===== src/rtl/axi_byte_mem_slave_if.sv =====
// axi_byte_mem_slave_if
//   Bundles the five AXI-style channels that connect one master to
//   axi_byte_mem_slave. The bus is 8 bits wide and carries single-beat
//   transfers only.
//
//   Read address : s_axi_araddr[31:0], s_axi_arsize[2:0], s_axi_arvalid, s_axi_arready
//   Read data    : s_axi_rdata[7:0], s_axi_rresp[1:0], s_axi_rvalid, s_axi_rready
//   Write address: s_axi_awaddr[31:0], s_axi_awsize[2:0], s_axi_awvalid, s_axi_awready
//   Write data   : s_axi_wdata[7:0], s_axi_wstrb, s_axi_wvalid, s_axi_wready
//   Write resp   : s_axi_bresp[1:0], s_axi_bvalid, s_axi_bready
//
//   modport slave  - the memory side
//   modport master - the requesting side
interface axi_byte_mem_slave_if;
  logic [31:0] s_axi_araddr;
  logic [2:0]  s_axi_arsize;
  logic        s_axi_arvalid;
  logic        s_axi_arready;

  logic [7:0]  s_axi_rdata;
  logic [1:0]  s_axi_rresp;
  logic        s_axi_rvalid;
  logic        s_axi_rready;

  logic [31:0] s_axi_awaddr;
  logic [2:0]  s_axi_awsize;
  logic        s_axi_awvalid;
  logic        s_axi_awready;

  logic [7:0]  s_axi_wdata;
  logic        s_axi_wstrb;
  logic        s_axi_wvalid;
  logic        s_axi_wready;

  logic [1:0]  s_axi_bresp;
  logic        s_axi_bvalid;
  logic        s_axi_bready;

  modport slave (
    input  s_axi_araddr, s_axi_arsize, s_axi_arvalid, s_axi_rready,
    input  s_axi_awaddr, s_axi_awsize, s_axi_awvalid,
    input  s_axi_wdata, s_axi_wstrb, s_axi_wvalid, s_axi_bready,
    output s_axi_arready, s_axi_rdata, s_axi_rresp, s_axi_rvalid,
    output s_axi_awready, s_axi_wready, s_axi_bresp, s_axi_bvalid
  );

  modport master (
    output s_axi_araddr, s_axi_arsize, s_axi_arvalid, s_axi_rready,
    output s_axi_awaddr, s_axi_awsize, s_axi_awvalid,
    output s_axi_wdata, s_axi_wstrb, s_axi_wvalid, s_axi_bready,
    input  s_axi_arready, s_axi_rdata, s_axi_rresp, s_axi_rvalid,
    input  s_axi_awready, s_axi_wready, s_axi_bresp, s_axi_bvalid
  );
endinterface


===== src/rtl/axi_byte_mem_slave.sv =====
// axi_byte_mem_slave
//   Byte-wide memory of 2^ADDR_W locations behind an AXI-style slave port.
//   Reads and writes run in two independent FSMs, each with at most one
//   transaction outstanding. Reads return data READ_LATENCY cycles after
//   the AR handshake. Accesses with any address bit at or above ADDR_W set,
//   or with a size other than one byte, get SLVERR and never touch memory.
//
//   Parameters:
//     ADDR_W       - decoded address bits (memory depth 2^ADDR_W bytes)
//     READ_LATENCY - AR handshake edge to rvalid, 1..15 cycles
//   Ports:
//     clk       - single clock, rising edge
//     m_aresetn - asynchronous active-low reset
//     s_axi     - slave modport of axi_byte_mem_slave_if (AR/R/AW/W/B)
module axi_byte_mem_slave #(
  parameter int ADDR_W       = 8,
  parameter int READ_LATENCY = 2
) (
  input  logic                 clk,
  input  logic                 m_aresetn,
  axi_byte_mem_slave_if.slave  s_axi
);

  localparam int         DEPTH       = 1 << ADDR_W;
  localparam logic [1:0] RESP_OKAY   = 2'b00;
  localparam logic [1:0] RESP_SLVERR = 2'b10;

  typedef enum logic [1:0] {R_IDLE, R_WAIT, R_RESP} rState_t;
  typedef enum logic       {W_IDLE, W_RESP}         wState_t;

  // Storage deliberately has no reset.
  logic [7:0]  r_mem [DEPTH];

  // Set on the first edge after reset release so the ready outputs only
  // come up once the clock has actually run.
  logic        r_live;

  rState_t     r_rState, w_rNext;
  logic [3:0]  r_rCnt, w_rCntNext;
  logic [31:0] r_arAddr;
  logic [2:0]  r_arSize;
  logic [7:0]  r_rdata;
  logic [1:0]  r_rresp;

  wState_t     r_wState, w_wNext;
  logic        r_awHeld, r_wHeld;
  logic [31:0] r_awAddr;
  logic [2:0]  r_awSize;
  logic [7:0]  r_wData;
  logic        r_wStrb;
  logic [1:0]  r_bresp;

  logic        w_arReady, w_rValid, w_awReady, w_wReady, w_bValid;
  logic        w_arHs, w_rHs, w_awHs, w_wHs, w_bHs;
  logic [31:0] w_rdAddr;
  logic [2:0]  w_rdSize;
  logic        w_rLoad;
  logic        w_commit, w_useHeld;
  logic [31:0] w_cAddr;
  logic [2:0]  w_cSize;
  logic [7:0]  w_cData;
  logic        w_cStrb;
  logic        w_cInRange;

  // Anything above the decoded bits is an error rather than an alias.
  function automatic logic inRange(input logic [31:0] addr, input logic [2:0] size);
    return ((addr >> ADDR_W) == 32'd0) && (size == 3'b000);
  endfunction

  assign w_arHs = s_axi.s_axi_arvalid && w_arReady;
  assign w_rHs  = w_rValid && s_axi.s_axi_rready;
  assign w_awHs = s_axi.s_axi_awvalid && w_awReady;
  assign w_wHs  = s_axi.s_axi_wvalid && w_wReady;
  assign w_bHs  = w_bValid && s_axi.s_axi_bready;

  // ---------------------------------------------------------------- read FSM
  // State register.
  always_ff @(posedge clk or negedge m_aresetn) begin
    if (!m_aresetn) begin
      r_live   <= 1'b0;
      r_rState <= R_IDLE;
      r_rCnt   <= 4'd0;
    end else begin
      r_live   <= 1'b1;
      r_rState <= w_rNext;
      r_rCnt   <= w_rCntNext;
    end
  end

  // Next state. The wait counter is loaded with READ_LATENCY-1 and the FSM
  // moves on once it has been seen at zero.
  always_comb begin
    w_rNext    = r_rState;
    w_rCntNext = r_rCnt;
    case (r_rState)
      R_IDLE: begin
        if (w_arHs) begin
          if (READ_LATENCY == 1) begin
            w_rNext = R_RESP;
          end else begin
            w_rNext    = R_WAIT;
            w_rCntNext = 4'(READ_LATENCY - 1);
          end
        end
      end
      R_WAIT: begin
        if (r_rCnt == 4'd0) begin
          w_rNext = R_RESP;
        end else begin
          w_rCntNext = r_rCnt - 4'd1;
        end
      end
      R_RESP: begin
        if (w_rHs) begin
          w_rNext = R_IDLE;
        end
      end
      default: w_rNext = R_IDLE;
    endcase
  end

  // Outputs.
  always_comb begin
    w_arReady = r_live && (r_rState == R_IDLE);
    w_rValid  = (r_rState == R_RESP);
  end

  // With a latency of one the response is loaded straight from the live
  // request, so the address has to bypass the capture register.
  assign w_rdAddr = (r_rState == R_IDLE) ? s_axi.s_axi_araddr : r_arAddr;
  assign w_rdSize = (r_rState == R_IDLE) ? s_axi.s_axi_arsize : r_arSize;
  assign w_rLoad  = (w_rNext == R_RESP) && (r_rState != R_RESP);

  // Read datapath. Memory is sampled with a non-blocking read, so a write
  // committing on the same edge is not yet visible here.
  always_ff @(posedge clk or negedge m_aresetn) begin
    if (!m_aresetn) begin
      r_arAddr <= 32'd0;
      r_arSize <= 3'd0;
      r_rdata  <= 8'h00;
      r_rresp  <= RESP_OKAY;
    end else begin
      if (w_arHs) begin
        r_arAddr <= s_axi.s_axi_araddr;
        r_arSize <= s_axi.s_axi_arsize;
      end
      if (w_rLoad) begin
        if (inRange(w_rdAddr, w_rdSize)) begin
          r_rdata <= r_mem[w_rdAddr[ADDR_W-1:0]];
          r_rresp <= RESP_OKAY;
        end else begin
          r_rdata <= 8'h00;
          r_rresp <= RESP_SLVERR;
        end
      end
    end
  end

  // --------------------------------------------------------------- write FSM
  // A write commits either when both channels were already held, or when
  // both handshakes land in the same cycle. A handshake that completes the
  // pair in a later cycle therefore commits one edge after it.
  assign w_commit  = (r_wState == W_IDLE) &&
                     ((r_awHeld && r_wHeld) || (w_awHs && w_wHs));
  assign w_useHeld = r_awHeld && r_wHeld;
  assign w_cAddr   = w_useHeld ? r_awAddr : s_axi.s_axi_awaddr;
  assign w_cSize   = w_useHeld ? r_awSize : s_axi.s_axi_awsize;
  assign w_cData   = w_useHeld ? r_wData  : s_axi.s_axi_wdata;
  assign w_cStrb   = w_useHeld ? r_wStrb  : s_axi.s_axi_wstrb;
  assign w_cInRange = inRange(w_cAddr, w_cSize);

  // State register, holding flags and captured channel contents.
  always_ff @(posedge clk or negedge m_aresetn) begin
    if (!m_aresetn) begin
      r_wState <= W_IDLE;
      r_awHeld <= 1'b0;
      r_wHeld  <= 1'b0;
      r_awAddr <= 32'd0;
      r_awSize <= 3'd0;
      r_wData  <= 8'h00;
      r_wStrb  <= 1'b0;
      r_bresp  <= RESP_OKAY;
    end else begin
      r_wState <= w_wNext;
      if (w_bHs) begin
        r_awHeld <= 1'b0;
        r_wHeld  <= 1'b0;
      end else begin
        if (w_awHs) begin
          r_awHeld <= 1'b1;
          r_awAddr <= s_axi.s_axi_awaddr;
          r_awSize <= s_axi.s_axi_awsize;
        end
        if (w_wHs) begin
          r_wHeld <= 1'b1;
          r_wData <= s_axi.s_axi_wdata;
          r_wStrb <= s_axi.s_axi_wstrb;
        end
      end
      if (w_commit) begin
        r_bresp <= w_cInRange ? RESP_OKAY : RESP_SLVERR;
      end
    end
  end

  // Next state.
  always_comb begin
    w_wNext = r_wState;
    case (r_wState)
      W_IDLE:  if (w_commit) w_wNext = W_RESP;
      W_RESP:  if (w_bHs)    w_wNext = W_IDLE;
      default: w_wNext = W_IDLE;
    endcase
  end

  // Outputs.
  always_comb begin
    w_awReady = r_live && (r_wState == W_IDLE) && !r_awHeld;
    w_wReady  = r_live && (r_wState == W_IDLE) && !r_wHeld;
    w_bValid  = (r_wState == W_RESP);
  end

  // Storage update; a cleared strobe still gets an OKAY response.
  always_ff @(posedge clk) begin
    if (w_commit && w_cInRange && w_cStrb) begin
      r_mem[w_cAddr[ADDR_W-1:0]] <= w_cData;
    end
  end

  assign s_axi.s_axi_arready = w_arReady;
  assign s_axi.s_axi_rvalid  = w_rValid;
  assign s_axi.s_axi_rdata   = r_rdata;
  assign s_axi.s_axi_rresp   = r_rresp;
  assign s_axi.s_axi_awready = w_awReady;
  assign s_axi.s_axi_wready  = w_wReady;
  assign s_axi.s_axi_bvalid  = w_bValid;
  assign s_axi.s_axi_bresp   = r_bresp;

endmodule


===== src/flat_wrapper.sv =====
// flat-port wrapper written by rule: the top's interface ports become plain ports
module axi_byte_mem_slave_flat 
#(
  parameter int ADDR_W       = 8,
  parameter int READ_LATENCY = 2
)
  (clk, m_aresetn, s_axi_s_axi_araddr, s_axi_s_axi_arsize, s_axi_s_axi_arvalid, s_axi_s_axi_rready, s_axi_s_axi_awaddr, s_axi_s_axi_awsize, s_axi_s_axi_awvalid, s_axi_s_axi_wdata, s_axi_s_axi_wstrb, s_axi_s_axi_wvalid, s_axi_s_axi_bready, s_axi_s_axi_arready, s_axi_s_axi_rdata, s_axi_s_axi_rresp, s_axi_s_axi_rvalid, s_axi_s_axi_awready, s_axi_s_axi_wready, s_axi_s_axi_bresp, s_axi_s_axi_bvalid);
  axi_byte_mem_slave_if s_axi_i ();
  input  logic clk;
  input  logic m_aresetn;
  input wire logic [$bits(s_axi_i.s_axi_araddr)-1:0] s_axi_s_axi_araddr;
  input wire logic [$bits(s_axi_i.s_axi_arsize)-1:0] s_axi_s_axi_arsize;
  input wire logic [$bits(s_axi_i.s_axi_arvalid)-1:0] s_axi_s_axi_arvalid;
  input wire logic [$bits(s_axi_i.s_axi_rready)-1:0] s_axi_s_axi_rready;
  input wire logic [$bits(s_axi_i.s_axi_awaddr)-1:0] s_axi_s_axi_awaddr;
  input wire logic [$bits(s_axi_i.s_axi_awsize)-1:0] s_axi_s_axi_awsize;
  input wire logic [$bits(s_axi_i.s_axi_awvalid)-1:0] s_axi_s_axi_awvalid;
  input wire logic [$bits(s_axi_i.s_axi_wdata)-1:0] s_axi_s_axi_wdata;
  input wire logic [$bits(s_axi_i.s_axi_wstrb)-1:0] s_axi_s_axi_wstrb;
  input wire logic [$bits(s_axi_i.s_axi_wvalid)-1:0] s_axi_s_axi_wvalid;
  input wire logic [$bits(s_axi_i.s_axi_bready)-1:0] s_axi_s_axi_bready;
  output wire logic [$bits(s_axi_i.s_axi_arready)-1:0] s_axi_s_axi_arready;
  output wire logic [$bits(s_axi_i.s_axi_rdata)-1:0] s_axi_s_axi_rdata;
  output wire logic [$bits(s_axi_i.s_axi_rresp)-1:0] s_axi_s_axi_rresp;
  output wire logic [$bits(s_axi_i.s_axi_rvalid)-1:0] s_axi_s_axi_rvalid;
  output wire logic [$bits(s_axi_i.s_axi_awready)-1:0] s_axi_s_axi_awready;
  output wire logic [$bits(s_axi_i.s_axi_wready)-1:0] s_axi_s_axi_wready;
  output wire logic [$bits(s_axi_i.s_axi_bresp)-1:0] s_axi_s_axi_bresp;
  output wire logic [$bits(s_axi_i.s_axi_bvalid)-1:0] s_axi_s_axi_bvalid;
  assign s_axi_i.s_axi_araddr = s_axi_s_axi_araddr;
  assign s_axi_i.s_axi_arsize = s_axi_s_axi_arsize;
  assign s_axi_i.s_axi_arvalid = s_axi_s_axi_arvalid;
  assign s_axi_i.s_axi_rready = s_axi_s_axi_rready;
  assign s_axi_i.s_axi_awaddr = s_axi_s_axi_awaddr;
  assign s_axi_i.s_axi_awsize = s_axi_s_axi_awsize;
  assign s_axi_i.s_axi_awvalid = s_axi_s_axi_awvalid;
  assign s_axi_i.s_axi_wdata = s_axi_s_axi_wdata;
  assign s_axi_i.s_axi_wstrb = s_axi_s_axi_wstrb;
  assign s_axi_i.s_axi_wvalid = s_axi_s_axi_wvalid;
  assign s_axi_i.s_axi_bready = s_axi_s_axi_bready;
  assign s_axi_s_axi_arready = s_axi_i.s_axi_arready;
  assign s_axi_s_axi_rdata = s_axi_i.s_axi_rdata;
  assign s_axi_s_axi_rresp = s_axi_i.s_axi_rresp;
  assign s_axi_s_axi_rvalid = s_axi_i.s_axi_rvalid;
  assign s_axi_s_axi_awready = s_axi_i.s_axi_awready;
  assign s_axi_s_axi_wready = s_axi_i.s_axi_wready;
  assign s_axi_s_axi_bresp = s_axi_i.s_axi_bresp;
  assign s_axi_s_axi_bvalid = s_axi_i.s_axi_bvalid;
  axi_byte_mem_slave #(.ADDR_W(ADDR_W), .READ_LATENCY(READ_LATENCY)) u_core (.clk(clk), .m_aresetn(m_aresetn), .s_axi(s_axi_i));
endmodule

===== config.mk =====
export PLATFORM = sky130hd
export DESIGN_NAME = axi_byte_mem_slave_flat
export DESIGN_NICKNAME = d
export VERILOG_FILES = /design/src/rtl/axi_byte_mem_slave_if.sv /design/src/rtl/axi_byte_mem_slave.sv /design/src/flat_wrapper.sv
export SDC_FILE = /design/constraint.sdc
export NUM_CORES = 2
export LEC_CHECK = 0
export CORE_ASPECT_RATIO = 0.9
export CORE_UTILIZATION = 63
export CTS_CLUSTER_SIZE = 14
export DETAILED_ROUTE_END_ITERATION = 6
export DONT_BUFFER_PORTS = 1
export MAX_ROUTING_LAYER = met4
export PLACE_DENSITY = 0.76
export SYNTH_ARGS = -nofsm -noshare
export SYNTH_HDL_FRONTEND = slang
export SYNTH_SLANG_ARGS = --single-unit
export TNS_END_PERCENT = 20

===== constraint.sdc =====
create_clock -name clk -period 6.45 [get_ports clk]
set_clock_uncertainty 0.1 [all_clocks]
set_input_delay 0.3225 -clock clk [delete_from_list [all_inputs] [get_ports clk]]
set_output_delay 0.3225 -clock clk [all_outputs]
set_load 0.005 [all_outputs]

Word-level counts from Yosys, hierarchy flattened
Memory sizes are Yosys's and may differ from the RTL's.
Cells that the tools add are included.
{"block": "totals", "ff_bits": 101, "ram_bits": 2048, "inputBits": 86, "mem_count": 1}
{"memory": "u_core.r_mem", "depth": 256, "width": 8, "read_ports": 1, "rd_ports_with_merged_regs": 0, "wr": 1, "line": "axi_byte_mem_slave.sv:32", "text": "logic [7:0] r_mem [DEPTH];"}
{"block": "op_classes", "addsub": 1, "eq_ne": 6, "muxes": 25, "n_bitwise": 2, "reduce_logical": 32}
{"op": "$logic_not A32 Y1", "count": 2}
{"op": "$mux W32", "count": 2}
{"op": "$logic_and A1 B1 Y1", "count": 17}
{"op": "$mux W8", "count": 2}
{"op": "$mux W2", "count": 5}
{"op": "$mux W1", "count": 9}
{"op": "$mux W4", "count": 2}
{"op": "$pmux W4 S2", "count": 1}
{"op": "$logic_not A3 Y1", "count": 2}
{"op": "$mux W3", "count": 2}
{"op": "$pmux W2 S3", "count": 1}
{"op": "$reduce_bool A2 Y1", "count": 3}
{"op": "$eq A2 B2 Y1 const B", "count": 2}
{"op": "$logic_not A4 Y1", "count": 1}
{"op": "$ne A2 B2 Y1 const B", "count": 2}
{"op": "$reduce_and A2 Y1", "count": 2}
{"op": "$sub A4 B1 Y4 const B", "count": 1}
{"op": "$reduce_and A3 Y1", "count": 1}
{"op": "$eq A2 B1 Y1 const B", "count": 1}
{"op": "$logic_not A1 Y1", "count": 2}
{"op": "$logic_not A2 Y1", "count": 1}
{"op": "$ne A2 B1 Y1 const B", "count": 1}
{"op": "$not A1 Y1", "count": 2}
{"op": "$pmux W1 S2", "count": 1}
{"op": "$logic_or A1 B1 Y1", "count": 1}

Logic depth before layout (Yosys ltp)
{"block": "logic_depth", "ltp_word": 11, "ltp_mapped": 14, "ltp_nobuf": 9}

Least setup slack after synthesis
OpenSTA, ideal clock, no wires.
{"block": "synth_path", "path_kind": "register -> register", "startpoint": "register u_core.r_awHeld", "endpoint": "memory u_core.r_mem[0][0], data pin", "setup_ns": 0.823, "arrival_ns": 4.442, "slack_ns": 1.086, "stages_incl_launch_ff": 7, "n_path_buf": 3, "period_less_slack_ns": 5.364, "cell_sequence": "dfrtp_1 -> and2_1 -> clkbuf_1 -> clkbuf_1 -> buf_1 -> nand2_1 -> nand2_1"}
{"block": "synth_via", "elab_chain_len": 2}
{"item": "start: declaration", "line": "axi_byte_mem_slave.sv:46", "text": "logic r_awHeld, r_wHeld;"}
{"item": "start signal: assignment", "line": "axi_byte_mem_slave.sv:176", "text": "r_awHeld <= 1'b0;"}
{"item": "start signal: assignment", "line": "axi_byte_mem_slave.sv:186", "text": "r_awHeld <= 1'b0;"}
{"item": "start signal: assignment", "line": "axi_byte_mem_slave.sv:190", "text": "r_awHeld <= 1'b1;"}
{"item": "$logic_and A1 B1 Y1", "line": "axi_byte_mem_slave.sv:165", "text": "assign w_useHeld = r_awHeld && r_wHeld;"}
{"item": "$mux W8", "line": "axi_byte_mem_slave.sv:168", "text": "assign w_cData = w_useHeld ? r_wData : s_axi.s_axi_wdata;"}
{"item": "via u_core.w_cData[0]", "line": "axi_byte_mem_slave.sv:61", "text": "logic [7:0] w_cData;"}
{"item": "end: declaration", "line": "axi_byte_mem_slave.sv:32"}
The timed path passes the listed nets, and every way through them passes these cells.

Worst setup path in the final report
{"block": "layout_path", "startpoint": "register u_core.r_rState[1]", "endpoint": "register u_core.r_rdata[5] (netlist: u_core.s_axi.s_axi_rdata[5])"}
{"block": "layout_via", "elab_chain_len": 7}
{"item": "start: declaration", "line": "axi_byte_mem_slave.sv:38", "text": "rState_t r_rState, w_rNext;"}
{"item": "start signal: assignment", "line": "axi_byte_mem_slave.sv:85", "text": "r_rState <= w_rNext;"}
{"item": "branches (longest 7 deep; another with $mem_v2 Z256 W8)"}
{"item": "end signal: assignment", "line": "axi_byte_mem_slave.sv:149", "text": "r_rdata <= r_mem[w_rdAddr[ADDR_W-1:0]];"}
{"item": "end: declaration", "line": "axi_byte_mem_slave.sv:42", "text": "logic [7:0] r_rdata;"}
Several ways; the timed one is not identified.
A chain may end at the register's enable or synchronous reset.

==> flow_metrics.tcl <==
set metrics [dict create \
    status "complete, but fails checks" \
    violations "design-rule violations, max-capacitance violations, max-slew violations" \
    place_area_sq_um 87800 \
    p_switching_w 0.0173 \
    max_slew.worst_pin.slew_ns 1.52 \
    synth_edf_count 2048 \
    power.leakage_nw 30.7 \
    io_pins 103 \
    crit_start "u_core.r_rState[1]" \
    syn_area_sq_um 85900 \
    drcViolationCount 1 \
    cts_tree "yes" \
    clockBufferDepth 3 \
    cp-end-kind "register" \
    final_area_sq_um 94800 \
    fillers 8352 \
    worst_hold_path_type "in -> reg" \
    startpoint_type "register" \
    pwr-share-comb_pct 37.1 \
    post-dp-hpwl_mm 146 \
    final_common_cell "edfxtp_1" \
    final_cell_mix "edfxtp_1 (2,048), nand2_1 (681), nand3_1 (322)" \
    grt_pass1_vias 51300 \
    drtIter0Drc 9001 \
    vias 53600 \
    grt_max_degree 209 \
    dieArea_sq_um 138000 \
    overflow 0 \
    criticalPathCategory "reg -> reg" \
    start_util_pct 63.5 \
    nNetsFinal 5625 \
    num_rows 128 \
    multi_input_area_sq_um 20200 \
    fmax_ghz 0.186 \
    seq_area_sq_um 64000 \
    post-route-util_pct 70.0 \
    rsz0062_at_grt "no" \
    synth_area_leader_cell "edfxtp_1" \
    synth.top_cell.area_share_pct 71.6 \
    grt_pass1_wl_mm 358 \
    numCtsBuffers 197 \
    fp.dieW_um 391 \
    clkSinkCount 2147 \
    coreArea_sq_um 135000 \
    min_period_ns 5.38 \
    synth_flop_cell "edfxtp_1" \
    ctsRootBufferMaster "clkbuf_16" \
    cp_max_fo 74 \
    worst_ir_drop_vdd_mv 0.489 \
    gp_congestion 0.955 \
    ys_ff_latch 2147 \
    period_share_pct 83.5 \
    dr.pass1.iters 7 \
    path_clk_slew_ns 0.07 \
    powerDensity_nw_per_um2 476 \
    antenna_left 0 \
    ys_seq_area_share_pct 74.5 \
    synthArstFlopShare_pct 4.61 \
    min_from "s_axi_s_axi_araddr[26]" \
    fp.dieH_um 352 \
    wl_per_cell_um 33.1 \
    syn_area_per_cell_sq_um 15.6 \
    power_frac_clock_pct 24.6 \
    setup_viol 0 \
    seqPwrFrac_pct 38.3 \
    yosysUniqueCellTypes 92 \
    p_int_w 0.0279 \
    yosysWarnings 0 \
    postSynthCellCount 5498 \
    syn2layout_area_growth_pct 10.4 \
    worst_slew_margin_rel_pct -1.85 \
    grt_usage_pct 37.5 \
    cts_max_level 4 \
    dpl.cell_count 7071 \
    worstPathRequired_ns 7.07 \
    r2r_start "u_core.r_rState[1]" \
    antenna_found_initial 13 \
    maxSlewViolCount 3 \
    switching_share_pct 38.2 \
    drive_gt1_share_pct 12.4 \
    vias_per_cell 7.11 \
    max_cap_viol_count 1 \
    hold_violations 0 \
    clk_latency_ns 0.86 \
    stdcell_count 7533 \
    yosys-top-cells-area "edfxtp_1 (72%), mux4_2 (3.3%), nand2_1 (3.0%)" \
    worstPathArrival_ns 6.00 \
    port_buffers 0 \
    tns_ns 0 \
    routed_wl_mm 250 \
]
## through the flow
step           setup WS (ns)  power, W  hold WS [ns]
3_5_place_dp            1.36    0.0334       -0.0707
4_1_cts                 1.31    0.0444        0.0261
5_1_grt                 1.11    0.0460        0.0707
2_1_floorplan           1.09    0.0277       -0.0731
3_3_place_gp            1.36    0.0331       -0.0705
6_report                1.07    0.0451        0.0641
## flip-flops by register name (all words and copies together), names as in the netlist
register,cells
u_core.r_awAddr,32
u_core.s_axi.s_axi_rresp,1
u_core.r_wData,8
u_core.r_wHeld,1
u_core.r_wStrb,1
u_core.r_arSize,3
u_core.s_axi.s_axi_bresp,1
u_core.r_live,1
u_core.r_mem,2048
u_core.r_rCnt,4
u_core.s_axi.s_axi_rdata,8
u_core.r_rState,2
u_core.s_axi.s_axi_bvalid,1
u_core.r_arAddr,32
u_core.r_awSize,3
u_core.r_awHeld,1
## per-layer routing
layer | global-route usage, % | part of all wire (%) | wire length [um] | vias to the layer above
met4 | 17.6 | 5.3 | 13200 | 0
met2 | 52.2 | 44 | 110000 | 4535
li1 | - | - | - | 21700
met1 | 50.3 | 35 | 87200 | 26600
met5 | - | 0 | 0 | -
met3 | 12.1 | 16 | 39100 | 762
## area by class of cell
cell class | count | share of cell area, %
flip-flops and latches | 2147 | 67.5
multi-input cells | 2958 | 21.4
clock buffers | 265 | 5.68
well taps | 1820 | 2.40
repair buffers | 226 | 2.32
clock inverters | 91 | 0.648
diodes | 19 | 0.0502
inverters | 7 | 0.0277
## power groups by stage
stage / combinational [W] / sequential (W) / clock [W]
finish: 0.0167 / 0.0173 / 0.0111
global route: 0.0171 / 0.0173 / 0.0116
CTS: 0.0161 / 0.0173 / 0.0111
detailed placement: 0.0159 / 0.0175 / 0
global placement: 0.0156 / 0.0175 / 0
floorplan: 0.00977 / 0.0179 / 0
## final timing paths
check                                         endpoint  slack, ns  depth (start not counted)
max in group asynchronous          u_core.r_arAddr[28]       4.43                          4
min reg2reg                        u_core.r_arAddr[23]       0.40                          1
min                                u_core.r_arAddr[26]       0.06                          2
max                        u_core.s_axi.s_axi_rdata[5]       1.07                          9
min in group asynchronous          u_core.r_arAddr[25]       0.55                          3
max reg2reg                u_core.s_axi.s_axi_rdata[5]       1.07                          9
## critical path, stage by stage, from the launching register on
cell and delay [ns]:
dfrtp_1 0.34, buf_4 0.33, or3b_4 0.51, nand2_8 0.61, nor2_2 1.13, a32o_1 0.32
o21ai_0 0.13, a211oi_1 1.23, nor4_1 0.15, a211o_1 0.34
## cell usage after synthesis (all sizes together) (15+ instances only)
master and n:
a311oi 25, nand3b 18, buf 200, a31oi 92
a21oi 86, nor2 301, a32oi 64, o22ai 35
o21ai 131, nor4 38, clkbuf 187, nand2 692
dfrtp 99, o221ai 24, nor3 24, mux2i 207
nand4 28, a21o 15, a211oi 155, nand3 322
edfxtp 2048, nand2b 21, and3 149, a2111oi 26
mux4 126, mux2 113, a22oi 26, a211o 26
## what timing repair did
action                    in CTS  in global routing
hold endpoints to repair     238                  0
hold buffers                  87                  0
buffers inserted               0                  0
resized for setup              0                  0
## cell families after synthesis
family	count (synthesis)	share of synthesized area, %
flip-flops	2147	74.5
adder cells (fa/ha/maj)	2	0.0291
AO/OA/AOI/OAI	850	7.13
XOR/XNOR	2	0.0204
multiplexers	446	7.21
AND/OR/NAND/NOR	1655	8.84
buffers and inverters	394	2.26
other	2	0.00875
(Power assumes the default switching activity.)
